<file path="src/rtl/uart_rx_mmio_if.sv">
`default_nettype none
// ============================================================================
// Module      : uart_rx_mmio_if
// Description : Pin-side serial input plus MMIO status/data bundle for the
//               UART receiver.
// Revision    : 1.0 - initial release
// ============================================================================
interface uart_rx_mmio_if;
    logic       rx_i;
    logic       rx_clear_i;
    logic [7:0] rx_data_o;
    logic       rx_ready_o;
    logic       frame_err_o;
    logic       overrun_o;
    logic       busy_o;

    modport master (
        output rx_i,
        output rx_clear_i,
        input  rx_data_o,
        input  rx_ready_o,
        input  frame_err_o,
        input  overrun_o,
        input  busy_o
    );

    modport slave (
        input  rx_i,
        input  rx_clear_i,
        output rx_data_o,
        output rx_ready_o,
        output frame_err_o,
        output overrun_o,
        output busy_o
    );
endinterface
`default_nettype wire

</file>
<file path="src/rtl/uart_rx_mmio.sv">
`default_nettype none
// ============================================================================
// Module      : uart_rx_mmio
// Description : 8N1 UART receiver with sticky ready / frame-error / overrun
//               flags, acknowledged by a one-cycle clear pulse from the core.
// Revision    : 1.0 - initial release
// ============================================================================
module uart_rx_mmio #(
    parameter int CLKS_PER_BIT = 434,
    parameter int CNT_W        = 16
) (
    input  logic          clk,
    input  logic          rst,
    uart_rx_mmio_if.slave bus
);

    localparam logic [2:0] c_s_idle  = 3'd0;
    localparam logic [2:0] c_s_start = 3'd1;
    localparam logic [2:0] c_s_data  = 3'd2;
    localparam logic [2:0] c_s_stop  = 3'd3;
    localparam logic [2:0] c_s_break = 3'd4;

    localparam logic [CNT_W-1:0] c_half_last = CNT_W'(CLKS_PER_BIT / 2 - 1);
    localparam logic [CNT_W-1:0] c_bit_last  = CNT_W'(CLKS_PER_BIT - 1);

    logic [1:0]       r_sync;
    logic             w_rxs;

    logic [2:0]       r_state;
    logic [CNT_W-1:0] r_cnt;
    logic [2:0]       r_idx;
    logic [7:0]       r_shift;
    logic [7:0]       r_data;
    logic             r_ready;
    logic             r_ferr;
    logic             r_ovr;
    logic             r_busy;

    logic [2:0]       w_state_nxt;
    logic [CNT_W-1:0] w_cnt_nxt;
    logic [2:0]       w_idx_nxt;
    logic [7:0]       w_shift_nxt;
    logic [7:0]       w_data_nxt;
    logic             w_ready_nxt;
    logic             w_ferr_nxt;
    logic             w_ovr_nxt;

    // Line idles high, so the synchronizer resets to 1 to avoid a false start.
    always_ff @(posedge clk or posedge rst) begin
        if (rst) begin
            r_sync <= 2'b11;
        end else begin
            r_sync <= {r_sync[0], bus.rx_i};
        end
    end

    assign w_rxs = r_sync[1];

    always_ff @(posedge clk or posedge rst) begin
        if (rst) begin
            r_state <= c_s_idle;
            r_cnt   <= '0;
            r_idx   <= 3'd0;
            r_shift <= 8'h00;
            r_data  <= 8'h00;
            r_ready <= 1'b0;
            r_ferr  <= 1'b0;
            r_ovr   <= 1'b0;
            r_busy  <= 1'b0;
        end else begin
            r_state <= w_state_nxt;
            r_cnt   <= w_cnt_nxt;
            r_idx   <= w_idx_nxt;
            r_shift <= w_shift_nxt;
            r_data  <= w_data_nxt;
            r_ready <= w_ready_nxt;
            r_ferr  <= w_ferr_nxt;
            r_ovr   <= w_ovr_nxt;
            r_busy  <= (w_state_nxt != c_s_idle);
        end
    end

    always_comb begin
        w_state_nxt = r_state;
        w_cnt_nxt   = r_cnt;
        w_idx_nxt   = r_idx;
        w_shift_nxt = r_shift;
        w_data_nxt  = r_data;
        w_ready_nxt = r_ready & ~bus.rx_clear_i;
        w_ferr_nxt  = r_ferr  & ~bus.rx_clear_i;
        w_ovr_nxt   = r_ovr   & ~bus.rx_clear_i;

        case (r_state)
            c_s_idle: begin
                if (!w_rxs) begin
                    w_state_nxt = c_s_start;
                    w_cnt_nxt   = '0;
                end
            end
            c_s_start: begin
                if (r_cnt == c_half_last) begin
                    w_cnt_nxt = '0;
                    if (!w_rxs) begin
                        w_state_nxt = c_s_data;
                        w_idx_nxt   = 3'd0;
                    end else begin
                        w_state_nxt = c_s_idle;
                    end
                end else begin
                    w_cnt_nxt = r_cnt + 1'b1;
                end
            end
            c_s_data: begin
                if (r_cnt == c_bit_last) begin
                    w_shift_nxt[r_idx] = w_rxs;
                    w_cnt_nxt          = '0;
                    w_idx_nxt          = r_idx + 3'd1;
                    if (r_idx == 3'd7) begin
                        w_state_nxt = c_s_stop;
                    end
                end else begin
                    w_cnt_nxt = r_cnt + 1'b1;
                end
            end
            c_s_stop: begin
                if (r_cnt == c_bit_last) begin
                    w_cnt_nxt = '0;
                    if (w_rxs) begin
                        // A publish overrides a coincident clear for ready.
                        w_data_nxt  = r_shift;
                        w_ready_nxt = 1'b1;
                        w_ferr_nxt  = 1'b0;
                        w_ovr_nxt   = w_ovr_nxt | (r_ready & ~bus.rx_clear_i);
                        w_state_nxt = c_s_idle;
                    end else begin
                        w_ferr_nxt  = 1'b1;
                        w_state_nxt = c_s_break;
                    end
                end else begin
                    w_cnt_nxt = r_cnt + 1'b1;
                end
            end
            c_s_break: begin
                if (w_rxs) begin
                    w_state_nxt = c_s_idle;
                end
            end
            default: begin
                w_state_nxt = c_s_idle;
            end
        endcase
    end

    assign bus.rx_data_o   = r_data;
    assign bus.rx_ready_o  = r_ready;
    assign bus.frame_err_o = r_ferr;
    assign bus.overrun_o   = r_ovr;
    assign bus.busy_o      = r_busy;

endmodule
`default_nettype wire

</file>
<file path="src/flat_wrapper.sv">
// flat-port wrapper written by rule: the top's interface ports become plain ports
module uart_rx_mmio_flat 
#(
    parameter int CLKS_PER_BIT = 434,
    parameter int CNT_W        = 16
)
  (clk, rst, bus_rx_i, bus_rx_clear_i, bus_rx_data_o, bus_rx_ready_o, bus_frame_err_o, bus_overrun_o, bus_busy_o);
  uart_rx_mmio_if bus_i ();
  input  logic clk;
  input  logic rst;
  input wire logic [$bits(bus_i.rx_i)-1:0] bus_rx_i;
  input wire logic [$bits(bus_i.rx_clear_i)-1:0] bus_rx_clear_i;
  output wire logic [$bits(bus_i.rx_data_o)-1:0] bus_rx_data_o;
  output wire logic [$bits(bus_i.rx_ready_o)-1:0] bus_rx_ready_o;
  output wire logic [$bits(bus_i.frame_err_o)-1:0] bus_frame_err_o;
  output wire logic [$bits(bus_i.overrun_o)-1:0] bus_overrun_o;
  output wire logic [$bits(bus_i.busy_o)-1:0] bus_busy_o;
  assign bus_i.rx_i = bus_rx_i;
  assign bus_i.rx_clear_i = bus_rx_clear_i;
  assign bus_rx_data_o = bus_i.rx_data_o;
  assign bus_rx_ready_o = bus_i.rx_ready_o;
  assign bus_frame_err_o = bus_i.frame_err_o;
  assign bus_overrun_o = bus_i.overrun_o;
  assign bus_busy_o = bus_i.busy_o;
  uart_rx_mmio #(.CLKS_PER_BIT(CLKS_PER_BIT), .CNT_W(CNT_W)) u_core (.clk(clk), .rst(rst), .bus(bus_i));
endmodule
</file>
<file path="config.mk">
export PLATFORM = sky130hd
export DESIGN_NAME = uart_rx_mmio_flat
export DESIGN_NICKNAME = d
export VERILOG_FILES = /design/src/rtl/uart_rx_mmio_if.sv /design/src/rtl/uart_rx_mmio.sv /design/src/flat_wrapper.sv
export SDC_FILE = /design/constraint.sdc
export NUM_CORES = 1
export LEC_CHECK = 0
export BUFFER_PORTS_ARGS = -buffer_cell sky130_fd_sc_hd__buf_2
export CORE_ASPECT_RATIO = 0.5
export CORE_UTILIZATION = 23
export CTS_CLUSTER_DIAMETER = 40
export DETAILED_ROUTE_END_ITERATION = 8
export RECOVER_POWER = 25
export SLEW_MARGIN = 0
export SYNTH_ARGS = -nofsm -noshare
export SYNTH_HDL_FRONTEND = slang
export SYNTH_SLANG_ARGS = --single-unit
</file>
<file path="constraint.sdc">
create_clock -name clk -period 2.6 [get_ports clk]
set_input_delay 0.52 -clock clk [delete_from_list [all_inputs] [get_ports clk]]
set_output_delay 0.52 -clock clk [all_outputs]
set_load 0.005 [all_outputs]
</file>
* Yosys cells after proc, flatten, opt, wreduce, memory -nomap -nowiden *
Index checks and enable logic that the tools add are counted.

storage, ports and cells
  flip-flop bits (word level) = 44
  bits in latches = 0
  RAM bits = 0
  bits in read-only memories = 0
  input port bits = 4
  output and inout bits = 12
  memories = 0

operators by class
  add/subtract/negate cells = 2
  $mul = 0
  div/mod/pow operators = 0
  order comparisons = 2
  equality and inequality tests = 11
  shift-type cells = 0
  mux-type cells = 29
  bitwise gates (word level) = 5
  reductions and logical operators = 10

operators by type and width
  operator                 count
  $mux W16                 3
  $pmux W16 S3             1
  $mux W3                  10
  $add A16 B1 Y16 const B  1
  $eq A16 B8 Y1 const B    1
  $eq A16 B9 Y1 const B    1
  $pmux W3 S5              1
  $mux W1                  10
  $bwmux W8                1
  $eq A3 B2 Y1 const B     2
  $eq A3 B3 Y1 const B     2
  $pmux W3 S2              1
  $reduce_bool A3 Y1       2
  $lt A3 B4 Y1 const B     1
  $ne A2 B1 Y1 const B     2
  $ne A2 B2 Y1 const B     2
  $reduce_and A2 Y1        2
  $reduce_and A4 Y1        1
  $add A3 B1 Y3 const B    1
  $and A1 B1 Y1            3
  $demux W1 S3             1
  $eq A3 B1 Y1 const B     1
  $ge A3 B1 Y1 const B     1
  $logic_not A3 Y1         1
  7 further kinds          7

* Longest topological paths before layout *
Gate-level depths: netlist (run 1).

  depth in word-level cells = 6
  depth in mapped cells = 9

* Worst setup path after synthesis (run 1) *
OpenSTA, ideal clock, no wires.

  kind = flip-flop to flip-flop
  start point = register u_core.r_cnt[2]
  end point = register u_core.r_shift[2]
  data arrival time = 2.601 ns
  required time = 2.475 ns
  setup slack = -0.126 ns
  cell stages (with the launch flop) = 7
  path buffers = 1
  period minus slack after synthesis = 2.726 ns
  cells stage by stage = dfrtp_1 > or4_1 > or4_4 > buf_6 > or3_4 > nor4b_1 > mux2_2

between the ends
  word-level cells in the longest chain between the ends = 2

RTL lines
  item                         RTL line             RTL
  start, declared              uart_rx_mmio.sv:30   logic [CNT_W-1:0] r_cnt;
  start signal, assigned       uart_rx_mmio.sv:72   r_cnt <= w_cnt_nxt;
  $eq A16 B9 Y1                uart_rx_mmio.sv:114  if (r_cnt == c_bit_last) begin
  $reduce_and A2 Y1 (no line)  -
  end signal, assigned         uart_rx_mmio.sv:74   r_shift <= w_shift_nxt;
  end, declared                uart_rx_mmio.sv:32   logic [7:0] r_shift;

No other way between the ends.
A chain may end at the register's enable or synchronous reset.

* Worst setup path after layout (run 1) *
  start point = register u_core.r_cnt[15]
  end point = register u_core.r_shift[2]

Same word-level chain as after synthesis.

==> results of run 1 <==
## synth_stat cells, drive strengths merged, types with 2 or more instances
master and number:
buf 3, nand4 6, dfstp 2, clkbuf 7, nor3 5, nand4b 2, or3b 2, nand3 8
a211oi 2, or3 4, a22o 2, dfrtp 42, a21oi 5, o21ai 4, nand2 11, nand3b 2
mux2 17, nor2 23, inv 7, xor2 13, ha 5, or4 4, and3 2, nor4b 2
## flip-flops by register name, indices dropped and copies added, names as in the netlist
| register | count |
|---|---|
| u_core.bus.rx_ready_o | 1 |
| u_core.r_cnt | 16 |
| u_core.bus.overrun_o | 1 |
| u_core.r_shift | 8 |
| u_core.r_state | 3 |
| u_core.bus.frame_err_o | 1 |
| u_core.bus.busy_o | 1 |
| u_core.bus.rx_data_o | 8 |
| u_core.r_sync | 2 |
| u_core.r_idx | 3 |
## through the flow
| stage | utilization | std cells |
|---|---|---|
| 4_1_cts | 0.304 | 342 |
| 5_1_grt | 0.305 | 343 |
| 3_3_place_gp | 0.283 | 335 |
| 2_1_floorplan | - | 191 |
| 3_5_place_dp | 0.283 | 335 |
| 6_report | 0.305 | 343 |
## cell families (layout without fill, tap and decap cells)
logic type / count (synthesis) / in the layout
fa+ha+maj: 5 / 5
buf+inv: 17 / 51
flops: 44 / 44
mux: 18 / 18
xor+xnor: 14 / 14
simple gates: 76 / 77
compound gates: 17 / 17
## report_power, final
part           internal [mW]  switching [mW]
combinational        0.00278          0.0158
clock                  0.456           0.269
sequential             0.687         0.00443
total                   1.15           0.290
## per-layer routing
| layer | up-vias | part of all wire |
|---|---|---|
| met3 | 4 | 0.028 |
| li1 | 741 | - |
| met5 | - | 0 |
| met4 | 0 | 0.012 |
| met1 | 764 | 0.47 |
| met2 | 31 | 0.49 |
## repair_timing
action | in CTS | in global routing
pin swaps | 5 | 3
hold endpoints to repair | 0 | 0
resized for setup | 7 | 1
gates cloned | 0 | 1
setup endpoints to repair | 10 | 13
## worst reg2reg max path, cell delays in order, from the launching register on
cell and delay, ns:
dfrtp_1 0.38, or4_4 0.54, or4_4 0.58, or3_4 0.44, nor4b_4 0.29, mux2_4 0.32
## worst max path at each step
stage	from	end	cells after the start
floorplan	u_core.r_cnt[1]	u_core.bus.rx_data_o[0]	9
global placement	u_core.r_cnt[10]	u_core.bus.rx_data_o[0]	6
detailed placement	u_core.r_cnt[10]	u_core.bus.rx_data_o[7]	6
CTS	u_core.r_cnt[14]	u_core.r_shift[4]	5
global route	u_core.r_cnt[15]	u_core.r_shift[4]	5
finish	u_core.r_cnt[15]	u_core.r_shift[2]	5
## layout make-up
| cell class | instances | area (um^2) |
|---|---|---|
| Fill cell | 882 | 6160 |
| Sequential cell | 44 | 1100 |
| Multi-Input combinational cell | 131 | 1010 |
| Timing Repair Buffer | 36 | 241 |
| Tap cell | 117 | 146 |
| Clock buffer | 5 | 125 |
| Clock inverter | 3 | 46.3 |
| Inverter | 7 | 26.3 |
==> out/qor.yml, run 1 <==
initial_utilization: 0.241
pre_cts_ws_ns: -0.0596
post-route-drc-count: 4
regToRegStartpoint: "u_core.r_cnt[15]"
ys_ff_latch: 44
cts.path.max_buffers: 2
grt_use_met3: 0.0247
syn_to_final_growth_pct: 26.7
grtUsageTotal: 0.0978
powerDensity_mw_per_mm2: 532
via_count: 1540
grt_overflow_total: 0
clock_sinks: 44
die_y_um: 70.1
pin_count: 16
yosys.area_share.adder: 0.0294
r2r_slack_ns: -0.04
timing.final.crit_period_ns: 2.64
final_cell_mix: "dfrtp_1 (42), nor2_1 (23), buf_4 (19), buf_2 (15), xor2_1 (13)"
use_met2: 0.172
synth.mux.area_fraction: 0.109
peakVddDrop_mv: 0.277
synth-edff-count: 0
numCtsBuffers: 5
netlist_area_mm2: 0.00213
status: "complete, but fails checks"
ys.flop_type: "dfrtp_1"
worstSetupStartpointType: "flop"
synthSimpleGateAreaFrac: 0.196
hpwl_um: 3070
ys_types: 41
maxClockFrequency_ghz: 0.378
htreeDepth: 2
arrival_ns: 2.81
seq_area_frac_synth: 0.518
maxSlewHeadroom: 0.0786
post_drt_wl_per_cell_um: 13.0
setup_viol: 3
crit_type: "flop to flop"
postRouteAntennaNets: 0
core-area_mm2: 0.00886
netlist_top_cells_area: "dfrtp_1 (49%), mux2_4 (5.6%), xor2_1 (5.3%)"
dieArea_mm2: 0.00968
cp_slowest_cell: "or4_4"
whs_ns: 0.264
failed_checks: "DRC, setup timing"
critPathMaxFanout: 4
grt_util_met1: 0.118
path_clk_slew_ns: 0.07
fin_tns_setup_ns: -0.0762
synth_top_area_share: 0.493
top_usage_layer: "met2"
reg2reg_depth: 5
synthXorXnorAreaFrac: 0.0575
drive_above_1_share: 0.336
path_cells: "or4_4 -> or4_4 -> or3_4 -> nor4b_4 -> mux2_4"
final_area_mm2: 0.00270
place_area_mm2: 0.00251
clock-root-buffer: "clkbuf_16"
syn-num-nets: 200
ys_async_sr_fraction: 1.00
rows: 24
yosys_warnings: 0
hold_viol: 0
fin_skew_ns: 0.00753
crit_path_max_incr_delay_ns: 0.58
cts_setup_buffers: 0
diodes: 0
synthCells: 191
total_power_mw: 1.44
drv_slew: 0
path_buf_inv: 0
fin_crit_sh: 1.02
reg2reg_to: "u_core.r_shift[2]"
grt_pass1_vias: 1566
drt_wl_total_um: 4460
dr.pass1.iters: 6
grt_start_max_net_pins: 26
grt_pass1_wl_um: 7530
antenna_found_initial: 0
cts_tree: "done"
syn_area_per_cell_um2: 11.2
end_kind: "flop"
gp_congestion: 0.777
max_cap_violations: 0
hp-class: "input port to async pin"
p_leak_nw: 1.27
worst_slack_ns: -0.0421
drt_iter0_markers: 94
cp.required_ns: 2.77
cts_hold_buf: 0
critPathTopFamily: "simple AND/OR/NAND/NOR gates"
die_x_um: 138
synth_top_family_by_area: "simple AND/OR/NAND/NOR gates"
rsz0062_at_grt: "true"
port_buffers: 15
vias_per_cell: 4.49
fin_nets: 234
clkLatencyLatePin_ns: 0.28
crit_top_cell: "or4_4"
worst_pin_slew_ns: 1.38
synth_compound_area_frac: 0.0528
final_common_cell: "dfrtp_1"
synth_top_cell_by_area: "dfrtp_1"
(Power assumes the default switching activity.)
==> run 2: changes to the inputs <==
--- a/config.mk
+++ b/config.mk
@@ -6,6 +6,7 @@
 export NUM_CORES = 1
 export LEC_CHECK = 0
 export BUFFER_PORTS_ARGS = -buffer_cell sky130_fd_sc_hd__buf_2
+export CAP_MARGIN = 30
 export CORE_ASPECT_RATIO = 0.5
 export CORE_UTILIZATION = 23
 export CTS_CLUSTER_DIAMETER = 40
==> constraint.sdc (replaced) <==
create_clock -name clk -period 2.8 [get_ports clk]
set_input_delay 0.56 -clock clk [delete_from_list [all_inputs] [get_ports clk]]
set_output_delay 0.56 -clock clk [all_outputs]
set_load 0.005 [all_outputs]
==> run 2 against run 1 <==
Compared with the run above:
- the run ends with DRC left
- worst hold slack got worse by 0.057 ns
- power decreased by 6.7%
- sequential power decreased by 7.2%
- sequential cell count unchanged
- cell count decreased by 1.2%
- non-clock buffer count decreased by 3
- maximum frequency decreased by 3.6%
- die area unchanged
- global-route usage decreased by 0.44 points
- critical path depth increased by 1
- sequential share of layout area increased by 0.85 points
- final area decreased by 2.0%
==> out/qor.yml, run 2 (synthesized netlist as in run 1, its figures left out) <==
grt_pass1_wl_um: 7140
maxSlewHeadroom: 0.235
worst_slack_ns: 0.0600
pwr-share-seq: 0.479
gp_congestion: 0.766
dp_cells: 326
clkLatencyLatePin_ns: 0.28
hpwl_um: 2970
finalNonFillerCells: 339
dr.pass1.iters: 6
die_x_um: 138
cts_hold_buf: 0
hold_viol: 0
switchingPower_mw: 0.252
port_buffers: 15
htreeDepth: 2
failed_checks: "DRC"
drv_slew: 0
fin_tns_setup_ns: 0
powerDensity_mw_per_mm2: 507
clkPwrFrac: 0.508
largest_reg_flops: 16
initial_utilization: 0.241
end_kind: "flop"
numCtsBuffers: 5
path_clk_slew_ns: 0.06
fin_crit_sh: 0.979
core-area_mm2: 0.00886
dieArea_mm2: 0.00968
grt_start_max_net_pins: 23
antenna_found_initial: 0
clock_sinks: 44
via_count: 1486
grtUsageTotal: 0.0935
setup_viol: 0
hp-class: "input port to async pin"
timing.final.crit_period_ns: 2.74
cts_tree: "done"
rsz0062_at_grt: "true"
clock-root-buffer: "clkbuf_16"
pin_count: 16
grt_pass1_vias: 1481
p_sw_frac: 0.188
post-route-drc-count: 6
grt_overflow_total: 0
multi_input_area_um2: 977
fin_util: 0.299
cts.path.max_buffers: 2
regMostFlops: "u_core.r_cnt"
maxClockFrequency_ghz: 0.365
syn_to_final_growth_pct: 24.1
internal-power_mw: 1.09
nFillCells: 879
final_cell_mix: "dfrtp_1 (42), nor2_1 (23), buf_4 (16), buf_2 (15), xor2_1 (13)"
cp.required_ns: 2.97
crit_type: "flop to flop"
drt_wl_total_um: 4190
arrival_ns: 2.91
rows: 24
vias_per_cell: 4.38
status: "complete, but fails checks"
seqCellArea_mm2: 0.00110
pre_cts_ws_ns: 0.0207
critPathMaxFanout: 8
power_frac_comb: 0.013
postRouteAntennaNets: 0
final_common_cell: "dfrtp_1"
max_cap_violations: 0
p_leak_nw: 1.25
worst_pin_slew_ns: 1.15
post_drt_wl_per_cell_um: 12.3
peakVddDrop_mv: 0.248
diodes: 0
worstSetupStartpointType: "flop"
drt_iter0_markers: 97
drive_above_1_share: 0.315
fin_skew_ns: 0.00757
fin_nets: 230
die_y_um: 70.1
==> run 2: final timing paths <==
check                            startpoint                      end  slack [ns]  depth (start not counted)
max                        u_core.r_cnt[13]  u_core.bus.rx_data_o[3]        0.06                          6
min                                     rst        u_core.r_state[2]        0.21                          2
max reg2reg                u_core.r_cnt[13]  u_core.bus.rx_data_o[3]        0.06                          6
min reg2reg                u_core.r_sync[0]         u_core.r_sync[1]        0.35                          0
max in group asynchronous               rst        u_core.r_shift[2]        1.24                          3
min in group clk           u_core.r_sync[0]         u_core.r_sync[1]        0.35                          0
==> run 2: through the flow <==
step / hold slack [ns] / instance area (um^2) / total power [mW]
finish: 0.206 / 2650 / 1.34
detailed placement: 0.347 / 2410 / 0.677
global route: 0.234 / 2650 / 1.39
global placement: 0.347 / 2390 / 0.672
floorplan: 0.345 / 2130 / 0.664
CTS: 0.250 / 2590 / 1.36
==> run 2: what timing repair did <==
item,in CTS,in global routing
setup buffers,0,5
endpoints found under the setup margin,0,11
gates resized for setup,0,9
==> run 2: final cells by class <==
cell class,instances,area share
timing repair buffer,33,0.0809
clock buffer,6,0.0525
inverter,7,0.00993
sequential,44,0.417
multi-input combinational,130,0.369
tap,117,0.0553
clock inverter,2,0.0147
==> run 2: power by group through the flow <==
stage / combinational (mW) / sequential (mW) / clock (mW)
final: 0.0174 / 0.642 / 0.681
after global routing: 0.0204 / 0.642 / 0.729
after CTS: 0.0229 / 0.642 / 0.694
after detailed placement: 0.0229 / 0.654 / 0
after global placement: 0.0177 / 0.654 / 0
after floorplan: 0.0133 / 0.650 / 0
==> run 2: per-layer routing <==
layer	GRT usage	part of all wire	vias to the layer above	wire length [um]
li1	-	-	724	-
met1	0.121	0.48	737	2000
met2	0.145	0.47	21	1960
met3	0.0267	0.038	4	159
met4	0.0449	0.016	0	65
met5	0	0	-	0
==> run 2: worst max-delay path: stages, from the launching register on <==
cell     delay (ns)
dfrtp_1        0.37
or4_1          0.56
or4_4          0.62
or3_4          0.35
or2_4          0.27
buf_4          0.15
mux2_4         0.29
